===== src/rtl/dp_seq_ctrl_pkg.sv =====
// Shared widths, timing constants and state encoding for the BC-memory datapath sequencer.
package dp_seq_ctrl_pkg;

  localparam int ADDR_W     = 2;
  localparam int DATA_W     = 4;
  localparam int SETTLE_CYC = 3;
  localparam int ACK_TO     = 64;
  localparam int SYNC_STG   = 2;

  localparam int TO_W  = $clog2(ACK_TO);
  localparam int SET_W = $clog2(SETTLE_CYC + 1);

  localparam logic OP_WRITE = 1'b0;
  localparam logic OP_READ  = 1'b1;

  typedef enum logic [2:0] {
    ST_IDLE,
    ST_WR,
    ST_RD,
    ST_REQ_HI,
    ST_REQ_LO,
    ST_SETTLE,
    ST_DONE,
    ST_ERR
  } state_t;

  function automatic logic is_busy(state_t s);
    return (s == ST_RD) || (s == ST_REQ_HI) || (s == ST_REQ_LO) ||
           (s == ST_SETTLE) || (s == ST_DONE) || (s == ST_ERR);
  endfunction

endpackage


===== src/rtl/dp_seq_ctrl_if.sv =====
// Host and datapath signal bundle for dp_seq_ctrl; master is the sequencer side.
interface dp_seq_ctrl_if;
  import dp_seq_ctrl_pkg::*;

  logic              start;
  logic [ADDR_W-1:0] nwords_m1;
  logic              acc_clr;
  logic              wr_req;
  logic [ADDR_W-1:0] wr_addr;
  logic [DATA_W-1:0] wr_data;
  logic              wr_ack;
  logic              dp_en;
  logic [ADDR_W-1:0] dp_ad;
  logic              dp_op;
  logic [DATA_W-1:0] dp_din;
  logic              dp_s;
  // 4-phase handshake: req rises, ack rises, req falls, ack falls; each phase waits on the other side.
  logic              dp_req_a;
  logic              dp_ack_a;
  logic              busy;
  logic              done;
  logic              err;

  modport master (
    input  start, nwords_m1, acc_clr, wr_req, wr_addr, wr_data, dp_ack_a,
    output wr_ack, dp_en, dp_ad, dp_op, dp_din, dp_s, dp_req_a, busy, done, err
  );

  modport slave (
    output start, nwords_m1, acc_clr, wr_req, wr_addr, wr_data, dp_ack_a,
    input  wr_ack, dp_en, dp_ad, dp_op, dp_din, dp_s, dp_req_a, busy, done, err
  );

endinterface


===== src/rtl/dp_seq_ctrl_sync.sv =====
// Multi-flop synchronizer for the asynchronous datapath acknowledge.
module dp_seq_ctrl_sync #(
  parameter int STG = 2
) (
  input  logic clk,
  input  logic rst_n,
  input  logic d,
  output logic q
);

  logic [STG-1:0] chain;

  always_ff @(posedge clk or negedge rst_n) begin
    if (!rst_n) chain <= '0;
    else        chain <= {chain[STG-2:0], d};
  end

  assign q = chain[STG-1];

endmodule


===== src/rtl/dp_seq_ctrl.sv =====
// Sequencer: services host writes, then walks words 0..N-1 through read, handshake and settle.
module dp_seq_ctrl
  import dp_seq_ctrl_pkg::*;
(
  input  logic          clk,
  input  logic          rst_n,
  dp_seq_ctrl_if.master bus,
  output state_t        state_dbg
);

  state_t            state, state_nx;
  logic [ADDR_W-1:0] idx, nw_q, wa_q;
  logic [DATA_W-1:0] wd_q;
  logic              clr_q, err_q, ack_s, word_s;
  logic [TO_W-1:0]   to_cnt;
  logic [SET_W-1:0]  set_cnt;

  dp_seq_ctrl_sync #(.STG(SYNC_STG)) u_sync (
    .clk   (clk),
    .rst_n (rst_n),
    .d     (bus.dp_ack_a),
    .q     (ack_s)
  );

  assign word_s    = !(clr_q && (idx == '0));
  assign state_dbg = state;

  always_comb begin
    state_nx = state;
    case (state)
      ST_IDLE:   if (bus.wr_req) state_nx = ST_WR;
                 else if (bus.start) state_nx = ST_RD;
      ST_WR:     state_nx = ST_IDLE;
      ST_RD:     state_nx = ST_REQ_HI;
      ST_REQ_HI: if (ack_s) state_nx = ST_REQ_LO;
                 else if (to_cnt == TO_W'(ACK_TO - 1)) state_nx = ST_ERR;
      ST_REQ_LO: if (!ack_s) state_nx = ST_SETTLE;
                 else if (to_cnt == TO_W'(ACK_TO - 1)) state_nx = ST_ERR;
      ST_SETTLE: if (set_cnt == SET_W'(SETTLE_CYC - 1))
                   state_nx = (idx == nw_q) ? ST_DONE : ST_RD;
      ST_DONE:   state_nx = ST_IDLE;
      ST_ERR:    state_nx = ST_IDLE;
      default:   state_nx = ST_IDLE;
    endcase
  end

  // Outputs decode from registered state so a reset drops dp_req_a without waiting for a clock.
  always_comb begin
    bus.wr_ack   = 1'b0;
    bus.dp_en    = 1'b0;
    bus.dp_ad    = '0;
    bus.dp_op    = OP_WRITE;
    bus.dp_din   = '0;
    bus.dp_s     = 1'b0;
    bus.dp_req_a = 1'b0;
    bus.done     = 1'b0;
    bus.busy     = is_busy(state);
    bus.err      = err_q;
    case (state)
      ST_WR: begin
        bus.dp_en  = 1'b1;
        bus.dp_ad  = wa_q;
        bus.dp_din = wd_q;
        bus.wr_ack = 1'b1;
      end
      ST_RD: begin
        bus.dp_en = 1'b1;
        bus.dp_op = OP_READ;
        bus.dp_ad = idx;
        bus.dp_s  = word_s;
      end
      ST_REQ_HI: begin
        bus.dp_req_a = 1'b1;
        bus.dp_ad    = idx;
        bus.dp_s     = word_s;
      end
      ST_REQ_LO, ST_SETTLE: begin
        bus.dp_ad = idx;
        bus.dp_s  = word_s;
      end
      ST_DONE: bus.done = 1'b1;
      default: ;
    endcase
  end

  always_ff @(posedge clk or negedge rst_n) begin
    if (!rst_n) begin
      state   <= ST_IDLE;
      idx     <= '0;
      nw_q    <= '0;
      clr_q   <= 1'b0;
      wa_q    <= '0;
      wd_q    <= '0;
      err_q   <= 1'b0;
      to_cnt  <= '0;
      set_cnt <= '0;
    end else begin
      state <= state_nx;
      // Both counters restart on every state change, so each wait gets its own budget.
      to_cnt  <= (state_nx != state) ? '0 : to_cnt + 1'b1;
      set_cnt <= (state_nx != state) ? '0 : set_cnt + 1'b1;
      if (state == ST_IDLE && bus.wr_req) begin
        wa_q <= bus.wr_addr;
        wd_q <= bus.wr_data;
      end
      if (state == ST_IDLE && !bus.wr_req && bus.start) begin
        idx   <= '0;
        nw_q  <= bus.nwords_m1;
        clr_q <= bus.acc_clr;
        err_q <= 1'b0;
      end
      if (state == ST_SETTLE && state_nx == ST_RD) idx <= idx + 1'b1;
      if (state_nx == ST_ERR) err_q <= 1'b1;
    end
  end

endmodule


===== src/flat_wrapper.sv =====
// flat-port wrapper written by rule: the top's interface ports become plain ports
module dp_seq_ctrl_flat import dp_seq_ctrl_pkg::*;
  (clk, rst_n, state_dbg, bus_start, bus_nwords_m1, bus_acc_clr, bus_wr_req, bus_wr_addr, bus_wr_data, bus_dp_ack_a, bus_wr_ack, bus_dp_en, bus_dp_ad, bus_dp_op, bus_dp_din, bus_dp_s, bus_dp_req_a, bus_busy, bus_done, bus_err);
  dp_seq_ctrl_if bus_i ();
  input  logic clk;
  input  logic rst_n;
  output state_t state_dbg;
  input wire logic [$bits(bus_i.start)-1:0] bus_start;
  input wire logic [$bits(bus_i.nwords_m1)-1:0] bus_nwords_m1;
  input wire logic [$bits(bus_i.acc_clr)-1:0] bus_acc_clr;
  input wire logic [$bits(bus_i.wr_req)-1:0] bus_wr_req;
  input wire logic [$bits(bus_i.wr_addr)-1:0] bus_wr_addr;
  input wire logic [$bits(bus_i.wr_data)-1:0] bus_wr_data;
  input wire logic [$bits(bus_i.dp_ack_a)-1:0] bus_dp_ack_a;
  output wire logic [$bits(bus_i.wr_ack)-1:0] bus_wr_ack;
  output wire logic [$bits(bus_i.dp_en)-1:0] bus_dp_en;
  output wire logic [$bits(bus_i.dp_ad)-1:0] bus_dp_ad;
  output wire logic [$bits(bus_i.dp_op)-1:0] bus_dp_op;
  output wire logic [$bits(bus_i.dp_din)-1:0] bus_dp_din;
  output wire logic [$bits(bus_i.dp_s)-1:0] bus_dp_s;
  output wire logic [$bits(bus_i.dp_req_a)-1:0] bus_dp_req_a;
  output wire logic [$bits(bus_i.busy)-1:0] bus_busy;
  output wire logic [$bits(bus_i.done)-1:0] bus_done;
  output wire logic [$bits(bus_i.err)-1:0] bus_err;
  assign bus_i.start = bus_start;
  assign bus_i.nwords_m1 = bus_nwords_m1;
  assign bus_i.acc_clr = bus_acc_clr;
  assign bus_i.wr_req = bus_wr_req;
  assign bus_i.wr_addr = bus_wr_addr;
  assign bus_i.wr_data = bus_wr_data;
  assign bus_i.dp_ack_a = bus_dp_ack_a;
  assign bus_wr_ack = bus_i.wr_ack;
  assign bus_dp_en = bus_i.dp_en;
  assign bus_dp_ad = bus_i.dp_ad;
  assign bus_dp_op = bus_i.dp_op;
  assign bus_dp_din = bus_i.dp_din;
  assign bus_dp_s = bus_i.dp_s;
  assign bus_dp_req_a = bus_i.dp_req_a;
  assign bus_busy = bus_i.busy;
  assign bus_done = bus_i.done;
  assign bus_err = bus_i.err;
  dp_seq_ctrl u_core (.clk(clk), .rst_n(rst_n), .bus(bus_i), .state_dbg(state_dbg));
endmodule

===== config.mk =====
export PLATFORM = sky130hd
export DESIGN_NAME = dp_seq_ctrl_flat
export DESIGN_NICKNAME = d
export VERILOG_FILES = /design/src/rtl/dp_seq_ctrl_pkg.sv /design/src/rtl/dp_seq_ctrl_if.sv /design/src/rtl/dp_seq_ctrl_sync.sv /design/src/rtl/dp_seq_ctrl.sv /design/src/flat_wrapper.sv
export SDC_FILE = /design/constraint.sdc
export NUM_CORES = 1
export LEC_CHECK = 0
export ABC_AREA = 1
export BUFFER_PORTS_ARGS = -buffer_cell sky130_fd_sc_hd__buf_2
export CAP_MARGIN = 20
export CORE_MARGIN = 8
export CORE_UTILIZATION = 50
export DETAILED_ROUTE_END_ITERATION = 16
export PLACE_DENSITY = 0.76
export SYNTH_ARGS = -nofsm -noshare
export SYNTH_HDL_FRONTEND = slang
export SYNTH_SLANG_ARGS = --single-unit

===== constraint.sdc =====
create_clock -name clk -period 4.3 [get_ports clk]
set_clock_uncertainty 0.1 [all_clocks]
set_input_delay 1.29 -clock clk [delete_from_list [all_inputs] [get_ports clk]]
set_output_delay 1.29 -clock clk [all_outputs]
set_load 0.05 [all_outputs]

==> results.md, run 1 <==
* Run status: finished, final reports clean
* Proportion of synthesized area in mux cells at 1.74%
* Cell count after placement at 216
* Switching component of the power at 664 uW
* Share of Yosys cell area claimed by the top area cell type at 48.2%
* Worst hold slack after final layout at 0.264 ns
* Combinational group share of total power at 60.0%
* Crit path arrival time at 1.82 ns
* Proportion of power drawn by the clock network at 8.7%
* Remaining number of nets flagged by the antenna check after routing at 0
* Number of cells traversed by the worst hold path at 0
* Number of antenna violations at the first check in global routing at 0
* Synthesized-area fraction occupied by ao, oa, aoi and oai cells at 5.98%
* Number of buffers added by the clock tree synthesis step at 3
* Post-Synthesis Net Count at 175
* Global-route wire length before repair at 4.77 mm
* Endpoints failing hold at 0
* Fraction of final layout cells sized beyond drive strength 1 at 25.8%
* Startpoint Class: flop
* Detailed-routing iteration count for the pre-antenna-repair pass at 4
* Top-level port count at 31
* Top flip-flop cell by instance count after synthesis: dfrtp_1
* Initial Utilization at 52.4%
* Highest ir drop seen on vdd at 0.000646 V
* TritonCTS clock tree: yes
* Post-synthesis simple-gate area fraction at 29.2%
* Crit Path Class: flop to primary output
* Type of the most critical hold path: flop to flop
* Total negative setup slack at 0 ns
* Number of global-route vias before repair at 1076
* Combinational family with the most area after synthesis: simple AND/OR/NAND/NOR gates
* Post-synthesis adder-cell area fraction at 2.89%
* FF-to-FF End: u_core.to_cnt[4]
* Worst r2r src: u_core.state_dbg[0]
* Per-cell routed wire length at 12.3 um
* PortBufs at 30
* Share of the synthesized netlist area taken by xor and xnor gates at 3.38%
* Relative slew margins at 63.5%
* Synth async-reset ratio at 100%
* Latest clock arrival within the worst-skew pair at 0.31 ns
* Number of vias per cell after detailed routing at 4.97
* Vias after detailed routing at 1093
* Final count of pins violating max slew at 0
* Mapped cell area at 1300 um2
* Maxcap violations at 0
* Share of the clock period used by the worst path after layout at 74.8%
* Clock buffer depth at 2
* FF+latch count, synth at 25
* Required time worst endpoint at 2.91 ns
* F_max at 311 MHz
* LEAKAGE at 0.000834 uW
* Worst r2r path cells at 7
* Routability-driven placement congestion ratio at 0.895
* Tightest Pin Transition at 0.547 ns
* Most numerous cell in the Yosys netlist: nand2_1
* Time the worst path needs with I/O delays and setup at 3.21 ns
* Reg area at 626 um2
* Distinct cell type count after synthesis at 24
* Maximum number of pins on one net before global-route repair at 26
* Number of H-tree branching levels at 1
* Die Span X at 66.9 um
* Combined area of the multi-input logic cells at 563 um2
* Library cell occupying the most area in the post-synthesis netlist: dfrtp_1
* GRT Resource Usage Total at 13.7%
* Standard-cell rows at 18
* Top post-synthesis cells by count: nand2_1 (35), dfrtp_1 (25), inv_1 (19), nor2_1 (19), nor3_1 (9)
* Switching power share of the total at 55.8%
* Share of total power in sequential cells at 31.3%
* Post-CTS Resized at 0
* Floorplan core area at 2480 um2
* Count of flip-flops with a built-in enable after synthesis at 0
* WHS Endpoint: u_core.u_sync.chain[1]
* Clock-pin slew on the worst setup and hold paths at 0.13 ns
* Unrepaired setup endpoints after global routing: no
* Number of DRC markers after the initial detailed-route iteration at 81
* Number of filler instances in the final layout at 240
* Avg Synthesized Cell Area at 8.21 um2
* Growth of design area from synthesis to finish at 15.0%
* Yosys warnings at 0
* Areal power density over the cells at 798 nW/um2
* Number of DRC violations after detailed routing at 0
* Non-Filler Instances at 220
* Height of the die at 66.9 um
* Dpl hpwl at 2.22 mm
* Post-synthesis instance total at 158
* Int Power at 527 uW
* Root buf cell: clkbuf_4
* Total routed wirelength at 2.71 mm
* Register-to-register setup slack at 2.55 ns
* Die area at 4480 um2
* Diodes inserted at 0
* Overflow after GRT at 0
* Element type at the critical path end: primary output
* Top cells by area in the synthesized netlist: dfrtp_1 (48%), nand2_1 (10%), inv_1 (5.5%), nor2_1 (5.5%), nor3_1 (3.5%)
* Net count of the finished layout at 208
* Beginning of the worst hold path: u_core.u_sync.chain[0]
* Count of hold-fix buffers inserted at cts at 0
* CTS Sinks at 25
* Worst-path fanout max at 10
* Setup Viol. Count Final at 0
* # Post-CTS Setup Buffers at 0
* Portion of the post-synthesis area used by sequential elements at 48.2%
## cell usage in the layout, fill, tap and decap left out, types with 2 or more instances in the layout
| cell type | instances |
|---|---|
| a21oi_1 | 6 |
| buf_2 | 30 |
| clkbuf_4 | 3 |
| dfrtp_1 | 25 |
| ha_1 | 3 |
| inv_1 | 19 |
| inv_2 | 4 |
| mux2_2 | 2 |
| nand2_1 | 35 |
| nand2_2 | 3 |
| nand3_1 | 7 |
| nand3_2 | 4 |
| nand4_1 | 2 |
| nor2_1 | 18 |
| nor2_2 | 2 |
| nor3_1 | 9 |
| o21ai_0 | 7 |
| xnor2_1 | 2 |
| xor2_1 | 3 |
## critical path, stage by stage, from the launching register on
cell	delay, ns
dfrtp_1	0.52
inv_2	0.14
nand3_1	0.18
nand3_1	0.17
inv_1	0.06
o21ai_0	0.14
buf_2	0.29
## worst max-delay path by stage
| stage | slack [ns] | end | startpoint |
|---|---|---|---|
| 6_report | 1.09 | bus_dp_ad[1] | u_core.state_dbg[0] |
| 5_1_grt | 0.91 | bus_dp_ad[1] | u_core.state_dbg[0] |
| 3_5_place_dp | 1.44 | bus_dp_ad[1] | u_core.state_dbg[0] |
| 4_1_cts | 1.08 | bus_dp_ad[1] | u_core.state_dbg[0] |
| 2_1_floorplan | 0.18 | bus_dp_ad[0] | u_core.state_dbg[0] |
| 3_3_place_gp | 1.46 | bus_dp_ad[1] | u_core.state_dbg[0] |
## layer usage
metal	GRT usage (%)	wire [um]	up-vias
met3	3.52	184	4
li1	-	-	561
met2	20.8	1230	38
met4	6.01	23	0
met1	17.7	1280	490
met5	0	0	-
## through the flow
step                worst slack [ns]  power [uW]  util, %  cell area (um2)
detailed placement              1.44        1100     59.2             1470
global placement                1.46        1080     59.2             1470
global route                   0.913        1290     60.3             1490
CTS                             1.08        1200     60.3             1490
finish                          1.09        1190     60.3             1490
floorplan                      0.181         945        -             1300
## sequential cells by signal, summed over array words and instances (netlist names)
name / flops
u_core.to_cnt: 6
u_core.set_cnt: 2
u_core.bus.err: 1
u_core.clr_q: 1
u_core.u_sync.chain: 2
u_core.wd_q: 4
u_core.state_dbg: 3
u_core.wa_q: 2
u_core.nw_q: 2
u_core.idx: 2
## power by group through the flow
stage / combinational [uW] / clock (uW) / sequential, uW
floorplan: 546 / 0 / 399
global placement: 709 / 0 / 375
detailed placement: 719 / 0 / 378
CTS: 721 / 108 / 373
global route: 781 / 121 / 386
finish: 714 / 104 / 373
## layout make-up
type                            instances  area share, %
Clock buffer                            4           1.76
Inverter                               24           6.04
Multi-Input combinational cell        107           37.7
Sequential cell                        25           41.9
Tap cell                               30           2.51
Timing Repair Buffer                   30           10.1
## cell families (layout without fill, tap and decap cells)
kind of cell | after synthesis | after routing
and+or+nand+nor | 82 | 82
AOI/OAI and AO/OA | 15 | 15
adders and majority gates | 3 | 3
buffers and inverters | 26 | 58
xor gates and xnor gates | 5 | 5
DFF | 25 | 25
muxes | 2 | 2
(Power assumes the default switching activity.)
==> run 2: changes to the inputs <==
- CORE_UTILIZATION: 50 -> 47
- PLACE_DENSITY: 0.76 -> 0.75
- clock period: 4.3 -> 2.6 ns (I/O delays scaled with it)
==> run 2 against run 1 <==
  * Hold slack gained 0.0084 ns
  * Clock power grew 71%
  * Critical endpoint is now bus_dp_din[3]
  * Largest power group unchanged
  * Critical path type unchanged
  * Total power grew 93%
==> results.md, run 2 (synthesis results as in run 1) <==
* Run status: finished, final reports clean
* Routability-driven placement congestion ratio at 0.852 (-4.8%)
* Number of global-route vias before repair at 1126 (+4.6%)
* Register name with the most flops: u_core.to_cnt
* Total routed wirelength at 3.13 mm (+15%)
* CP delay by family, top: flip-flops
* Vias after detailed routing at 1158 (+5.9%)
* Remaining number of nets flagged by the antenna check after routing at 0 (unchanged)
* Type of the most critical hold path: flop to flop
* F_max at 400 MHz
* Areal power density over the cells at 1360 nW/um2 (+71%)
* Global-route wire length before repair at 5.04 mm (+5.8%)
* Most used cell along the critical path: nor2_4
* Worst r2r path cells at 8 (+1)
* Number of filler instances in the final layout at 235 (-2.1%)
* Register-to-register setup slack at 0.84 ns (-1.71 ns)
* Die Span X at 68.5 um (+2.4%)
* Endpoints failing hold at 0 (unchanged)
* Reg area at 629 um2 (+0.60%)
* Worst hold slack after final layout at 0.273 ns (+0.00844 ns)
* Number of cells traversed by the worst hold path at 0 (unchanged)
* Number of antenna violations at the first check in global routing at 0 (unchanged)
* Number of DRC violations after detailed routing at 0 (unchanged)
* Fraction of final layout cells sized beyond drive strength 1 at 35.4% (+9.6 points)
* Height of the die at 68.5 um (+2.4%)
* Detailed-routing iteration count for the pre-antenna-repair pass at 4 (unchanged)
* Clock-pin slew on the worst setup and hold paths at 0.14 ns (about the same)
* Highest ir drop seen on vdd at 0.00120 V (+85%)
* Number of vias per cell after detailed routing at 5.12 (+3.1%)
* Share of the clock period used by the worst path after layout at 96.1%
* PortBufs at 30 (unchanged)
* GRT Resource Usage Total at 13.9% (+0.25 points)
* Overflow after GRT at 0 (unchanged)
* Clock buffer depth at 2 (unchanged)
* CTS Sinks at 25 (unchanged)
* TritonCTS clock tree: yes
* Unrepaired setup endpoints after global routing: no
* Per-cell routed wire length at 13.8 um (+12%)
* Crit Path Class: flop to primary output
* Worst-path fanout max at 7 (-3)
* Beginning of the worst hold path: u_core.u_sync.chain[0]
* Required time worst endpoint at 1.72 ns (-1.19 ns)
* Final count of pins violating max slew at 0 (unchanged)
* Tightest Pin Transition at 0.562 ns (+0.0150 ns)
* Die area at 4700 um2 (+4.8%)
* Max FFs per register at 6 (unchanged)
* Most common cell after layout, fill and taps aside: nand2_1
* Crit path arrival time at 1.62 ns (-0.20 ns)
* Post-placement cell area at 1560 um2 (+6.5%)
* Count of hold-fix buffers inserted at cts at 0 (unchanged)
* Maximum number of pins on one net before global-route repair at 26 (unchanged)
* Cell count along the critical path at 6 (unchanged)
* Number of H-tree branching levels at 1 (unchanged)
* Standard-cell rows at 19 (+1)
* Worst r2r src: u_core.to_cnt[0]
* Pre-CTS setup slack at 0.244 ns (-1.20 ns)
* Startpoint Class: flop
* Combined area of the multi-input logic cells at 649 um2 (+15%)
* Net count of the finished layout at 213 (+2.4%)
* Setup Viol. Count Final at 0 (unchanged)
* Diodes inserted at 0 (unchanged)
* FF-to-FF End: u_core.to_cnt[5]
* Power after layout at 2300 uW (+93%)
* Dpl hpwl at 2.27 mm (+2.2%)
* Origin of the worst setup path: u_core.state_dbg[1]
* Buf+Inv Stages, Crit Path at 3 (unchanged)
* Slack of the critical path at 0.101 ns (-0.984 ns)
* Final instance area at 1680 um2 (+13%)
* Element type at the critical path end: primary output
* Maxcap violations at 0 (unchanged)
* Number of buffers added by the clock tree synthesis step at 3 (unchanged)
* Cell at the slowest stage of the critical path: dfrtp_2
* Maximum single-stage delay on the critical path at 0.48 ns (-0.04 ns)
* Top-level port count at 31 (unchanged)
* Utilization of the core after routing at 62.7% (+2.4 points)
* Most frequent cells in the layout: nand2_1 (33), buf_2 (23), dfrtp_1 (22)
* Root buf cell: clkbuf_4
* Initial Utilization at 48.3% (-4.1 points)
* Latest clock arrival within the worst-skew pair at 0.33 ns (+0.02 ns)
* LEAKAGE at 0.000877 uW (+5.2%)
* Growth of design area from synthesis to finish at 29.8%
* Capturing element of the worst setup path: bus_dp_din[3]
* Relative slew margins at 62.5% (-1.0 points)
* Number of DRC markers after the initial detailed-route iteration at 52 (-36%)
* Cell breakdown of the critical path: clkinv_4, nand2_8, nor2_4, clkinvlp_4, nor2_4, buf_8
* Floorplan core area at 2690 um2 (+8.4%)
* Time the worst path needs with I/O delays and setup at 2.50 ns
[run 2: cell types whose count changed in the layout (fill, tap and decap cells not counted), moves of 3 or more]
cell,change
dfrtp_2,+3
buf_2,-7
buf_6,+6
nor2_4,+6
dfrtp_1,-3
nor2_1,-4
buf_4,+5
[run 2: layout make-up]
cell class	count	share of cell area [%]
timing repair buffer	35	14.0
clock buffer	3	1.34
sequential	25	37.4
clock inverter	1	0.297
multi-input combinational	107	38.6
tap	31	2.30
inverter	24	6.17
[run 2: worst min path at each step]
stage	endpoint
after floorplan	u_core.u_sync.chain[1]
final	u_core.u_sync.chain[1]
after CTS	u_core.u_sync.chain[1]
after global routing	u_core.u_sync.chain[1]
after global placement	u_core.u_sync.chain[1]
after detailed placement	u_core.u_sync.chain[1]
[run 2: worst reg2reg max path, cell delays in order, from the launching register on]
cell and delay, ns:
dfrtp_1 0.42, ha_1 0.23, nand3_1 0.17, nor2_1 0.06, nor2_1 0.09, nor2_1 0.06
o21ai_0 0.18, nand2_2 0.15, nor3_1 0.23
[run 2: metrics by stage]
stage | cells | setup TNS [ns]
global route | 226 | 0
floorplan | 158 | -0.803
detailed placement | 217 | 0
finish | 226 | 0
global placement | 217 | 0
CTS | 225 | 0
[run 2: power breakdown]
part	internal [uW]	switching (uW)
clock network	57.8	120
registers	519	85.4
logic	470	1040
[run 2: repair_timing]
action | 4_1_cts | 5_1_grt
setup buffers | 4 | 1
setup endpoints to repair | 7 | 7
resized for setup | 8 | 12
pin swaps | 0 | 3
[run 2: layer usage]
metal / vias up / track usage (%) / share of wire [%]
met4: 0 / 6.39 / 2.2
met1: 547 / 16.5 / 43
met5: - / 0 / 0
li1: 575 / - / -
met3: 9 / 2.42 / 4.7
met2: 27 / 23.9 / 50
==> run 3: changes to the inputs <==
- ABC_AREA: 1 -> not set
- CORE_UTILIZATION: 47 -> 48
- PLACE_DENSITY: 0.75 -> 0.76
==> run 3 against run 2 <==
  * Register-to-register slack got worse by 0.04 ns
  * Global-route usage fell by 1.7 points
  * Critical path depth fell by 2
  * Non-clock buffer count fell by 3
  * Largest power group unchanged
  * Utilization fell by 4.7 points
  * Clock-buffer cell count did not move
  * Worst setup slack improved by 0.010 ns
  * Synthesized cell count fell by 18%
  * Via count fell by 10%
  * Largest cell class unchanged
  * Clock power fell by 6%
==> results.md, run 3 <==
* Clock buffer depth at 2 (unchanged)
* Vias after detailed routing at 1040 (-10%)
* Library cell occupying the most area in the post-synthesis netlist: dfrtp_1
* Share of Yosys cell area claimed by the top area cell type at 45.5% (-2.7 points)
* Distinct cell type count after synthesis at 41 (+71%)
* Number of vias per cell after detailed routing at 5.42 (+5.7%)
* WHS Endpoint: u_core.u_sync.chain[1]
* Required time worst endpoint at 1.72 ns (about the same)
* Number of H-tree branching levels at 1 (unchanged)
* Type of the most critical hold path: flop to flop
* LEAKAGE at 0.000778 uW (-11%)
* Number of DRC violations after detailed routing at 0 (unchanged)
* Growth of design area from synthesis to finish at 15.4%
* Top flip-flop cell by instance count after synthesis: dfrtp_1
* Count of hold-fix buffers inserted at cts at 0 (unchanged)
* Non-Filler Instances at 192 (-15%)
* Beginning of the worst hold path: u_core.u_sync.chain[0]
* Synth async-reset ratio at 100% (unchanged)
* Pre-CTS setup slack at 0.330 ns (+0.0863 ns)
* Reg area at 629 um2 (unchanged)
* Cell at the slowest stage of the critical path: dfrtp_2
* Post-synthesis instance total at 130 (-18%)
* Diodes inserted at 0 (unchanged)
* Dpl hpwl at 2.27 mm (+0.26%)
* Detailed-routing iteration count for the pre-antenna-repair pass at 4 (unchanged)
* Setup Viol. Count Final at 0 (unchanged)
* Register-to-register setup slack at 0.80 ns (-0.04 ns)
* Count of flip-flops with a built-in enable after synthesis at 0 (unchanged)
* Relative slew margins at 63.4% (+0.89 points)
* Top post-synthesis cells by count: dfrtp_1 (25), nand2_1 (14), nor2_1 (13), mux2_2 (9), inv_1 (7)
* GRT Resource Usage Total at 12.3% (-1.7 points)
* Final count of pins violating max slew at 0 (unchanged)
* Number of global-route vias before repair at 1076 (-4.4%)
* Areal power density over the cells at 1270 nW/um2 (-6.6%)
* Maximum number of pins on one net before global-route repair at 26 (unchanged)
* Most common cell after layout, fill and taps aside: buf_2
* Number of buffers added by the clock tree synthesis step at 3 (unchanged)
* Slack of the critical path at 0.111 ns (+0.00999 ns)
* Worst r2r path cells at 6 (-2)
* Top-level port count at 31 (unchanged)
* Portion of the post-synthesis area used by sequential elements at 45.5% (-2.7 points)
* Number of antenna violations at the first check in global routing at 0 (unchanged)
* Global-route wire length before repair at 5.13 mm (+1.6%)
* Total routed wirelength at 2.86 mm (-8.5%)
* Crit path arrival time at 1.61 ns (about the same)
* Routability-driven placement congestion ratio at 0.852 (about the same)
* Post-Synthesis Net Count at 147 (-16%)
* Cell count after placement at 188 (-13%)
* Most numerous cell in the Yosys netlist: dfrtp_1
* Die area at 4830 um2 (+2.8%)
* Maxcap violations at 0 (unchanged)
* Mapped cell area at 1370 um2 (+5.9%)
* Max FFs per register at 6 (unchanged)
* Endpoints failing hold at 0 (unchanged)
* Maximum single-stage delay on the critical path at 0.53 ns (+0.05 ns)
* Most frequent cells in the layout: buf_2 (28), dfrtp_1 (22), nand2_1 (14)
* Yosys warnings at 0 (unchanged)
* Number of cells traversed by the worst hold path at 0 (unchanged)
* Floorplan core area at 2730 um2 (+1.8%)
* Register name with the most flops: u_core.to_cnt
* Startpoint Class: flop
* Number of filler instances in the final layout at 241 (+2.6%)
* Remaining number of nets flagged by the antenna check after routing at 0 (unchanged)
* Worst-path fanout max at 15 (+8)
* Net count of the finished layout at 179 (-16%)
* TritonCTS clock tree: yes
* Standard-cell rows at 19 (unchanged)
* Share of the clock period used by the worst path after layout at 95.7% (-0.38 points)
* Die Span X at 69.5 um (+1.4%)
* Overflow after GRT at 0 (unchanged)
* Per-cell routed wire length at 14.9 um (+7.7%)
* Element type at the critical path end: primary output
* Tightest Pin Transition at 0.549 ns (-0.0133 ns)
* Clock-pin slew on the worst setup and hold paths at 0.13 ns (about the same)
* Crit Path Class: flop to primary output
* Root buf cell: clkbuf_4
* FF-to-FF End: u_core.to_cnt[0]
* Worst r2r src: u_core.to_cnt[0]
* Latest clock arrival within the worst-skew pair at 0.31 ns (-0.02 ns)
* Avg Synthesized Cell Area at 10.6 um2 (+29%)
* Top cells by area in the synthesized netlist: dfrtp_1 (46%), mux2_2 (7.4%), nand2_1 (3.8%), xnor2_1 (3.8%), nor2_1 (3.6%)
* CTS Sinks at 25 (unchanged)
* FF+latch count, synth at 25 (unchanged)
* Combined area of the multi-input logic cells at 689 um2 (+6.2%)
* F_max at 402 MHz (+0.40%)
* Initial Utilization at 50.3% (+2.0 points)
* Fraction of final layout cells sized beyond drive strength 1 at 42.2% (+6.9 points)
* Highest ir drop seen on vdd at 0.00108 V (-10%)
* Height of the die at 69.5 um (+1.4%)
* Run status: finished, final reports clean
* Cell breakdown of the critical path: inv_1, nand2_2, o22ai_1, buf_2
* PortBufs at 30 (unchanged)
* Time the worst path needs with I/O delays and setup at 2.49 ns (-0.00999 ns)
* Number of DRC markers after the initial detailed-route iteration at 32 (-38%)
==> run 3: cell type report <==
| type | count | area share, % |
|---|---|---|
| multi-input cells | 92 | 43.5 |
| flip-flops and latches | 25 | 39.7 |
| repair buffers | 32 | 10.7 |
| well taps | 31 | 2.45 |
| inverters | 8 | 1.89 |
| clock buffers | 3 | 1.42 |
| clock inverters | 1 | 0.316 |
==> run 3: repair_timing <==
action	in CTS	in global routing
resized for setup	2	4
endpoints found under the hold margin	0	0
setup buffers	0	0
setup endpoints to repair	1	4
==> run 3: how the worst max path moves through the flow <==
stage | slack, ns | cells past startpoint | to | from
after global placement | 0.39 | 4 | bus_dp_ad[1] | u_core.state_dbg[1]
final | 0.11 | 4 | bus_dp_ad[1] | u_core.state_dbg[1]
after detailed placement | 0.33 | 5 | bus_dp_en | u_core.state_dbg[1]
after CTS | 0.02 | 5 | bus_dp_ad[1] | u_core.state_dbg[0]
after floorplan | -0.24 | 4 | bus_dp_en | u_core.state_dbg[2]
after global routing | -0.03 | 5 | bus_dp_ad[0] | u_core.state_dbg[0]
==> run 3: worst max-delay path: cells and delay by family (launching register included) <==
family	cells	cell delay [ns]
flops	1	0.53
compound gates	1	0.17
simple gates	1	0.14
buf+inv	2	0.46
==> run 3: through the flow <==
| step | hold WS (ns) | instance area, um2 | setup TNS (ns) | utilization, % | total power, uW |
|---|---|---|---|---|---|
| finish | 0.267 | 1590 | 0 | 58.0 | 2020 |
| global route | 0.286 | 1590 | -0.0264 | 58.0 | 2160 |
| CTS | 0.270 | 1580 | 0 | 57.7 | 2030 |
| detailed placement | 0.242 | 1550 | 0 | 56.6 | 1850 |
| global placement | 0.238 | 1550 | 0 | 56.6 | 1820 |
| floorplan | 0.231 | 1390 | -0.700 | - | 1620 |
==> run 3: report_power, final <==
group          total (uW)  internal, uW  switching, uW  leakage (uW)
Clock                 167          57.5            110     0.0000177
Combinational        1200           395            804      0.000446
Sequential            652           520            133      0.000314
Total                2020           972           1050      0.000778
==> run 3: kinds of logic (layout without fill, tap and decap cells) <==
kind of cell / count (synthesis) / in the layout / share of synthesized area [%]
AOI/OAI and AO/OA: 23 / 23 / 14.3
xor gates and xnor gates: 7 / 7 / 4.46
adders and majority gates: 3 / 3 / 2.73
buffers and inverters: 13 / 44 / 5.83
DFF: 25 / 25 / 45.5
muxes: 10 / 10 / 8.11
and+or+nand+nor: 49 / 49 / 19.0
==> run 3: routing by layer <==
| metal | vias up | routed length, um | global-route usage [%] |
|---|---|---|---|
| met5 | - | 0 | 0 |
| met4 | 0 | 8 | 1.59 |
| met3 | 2 | 228 | 4.72 |
| met2 | 33 | 1370 | 19.2 |
| met1 | 492 | 1260 | 16.0 |
| li1 | 513 | - | - |
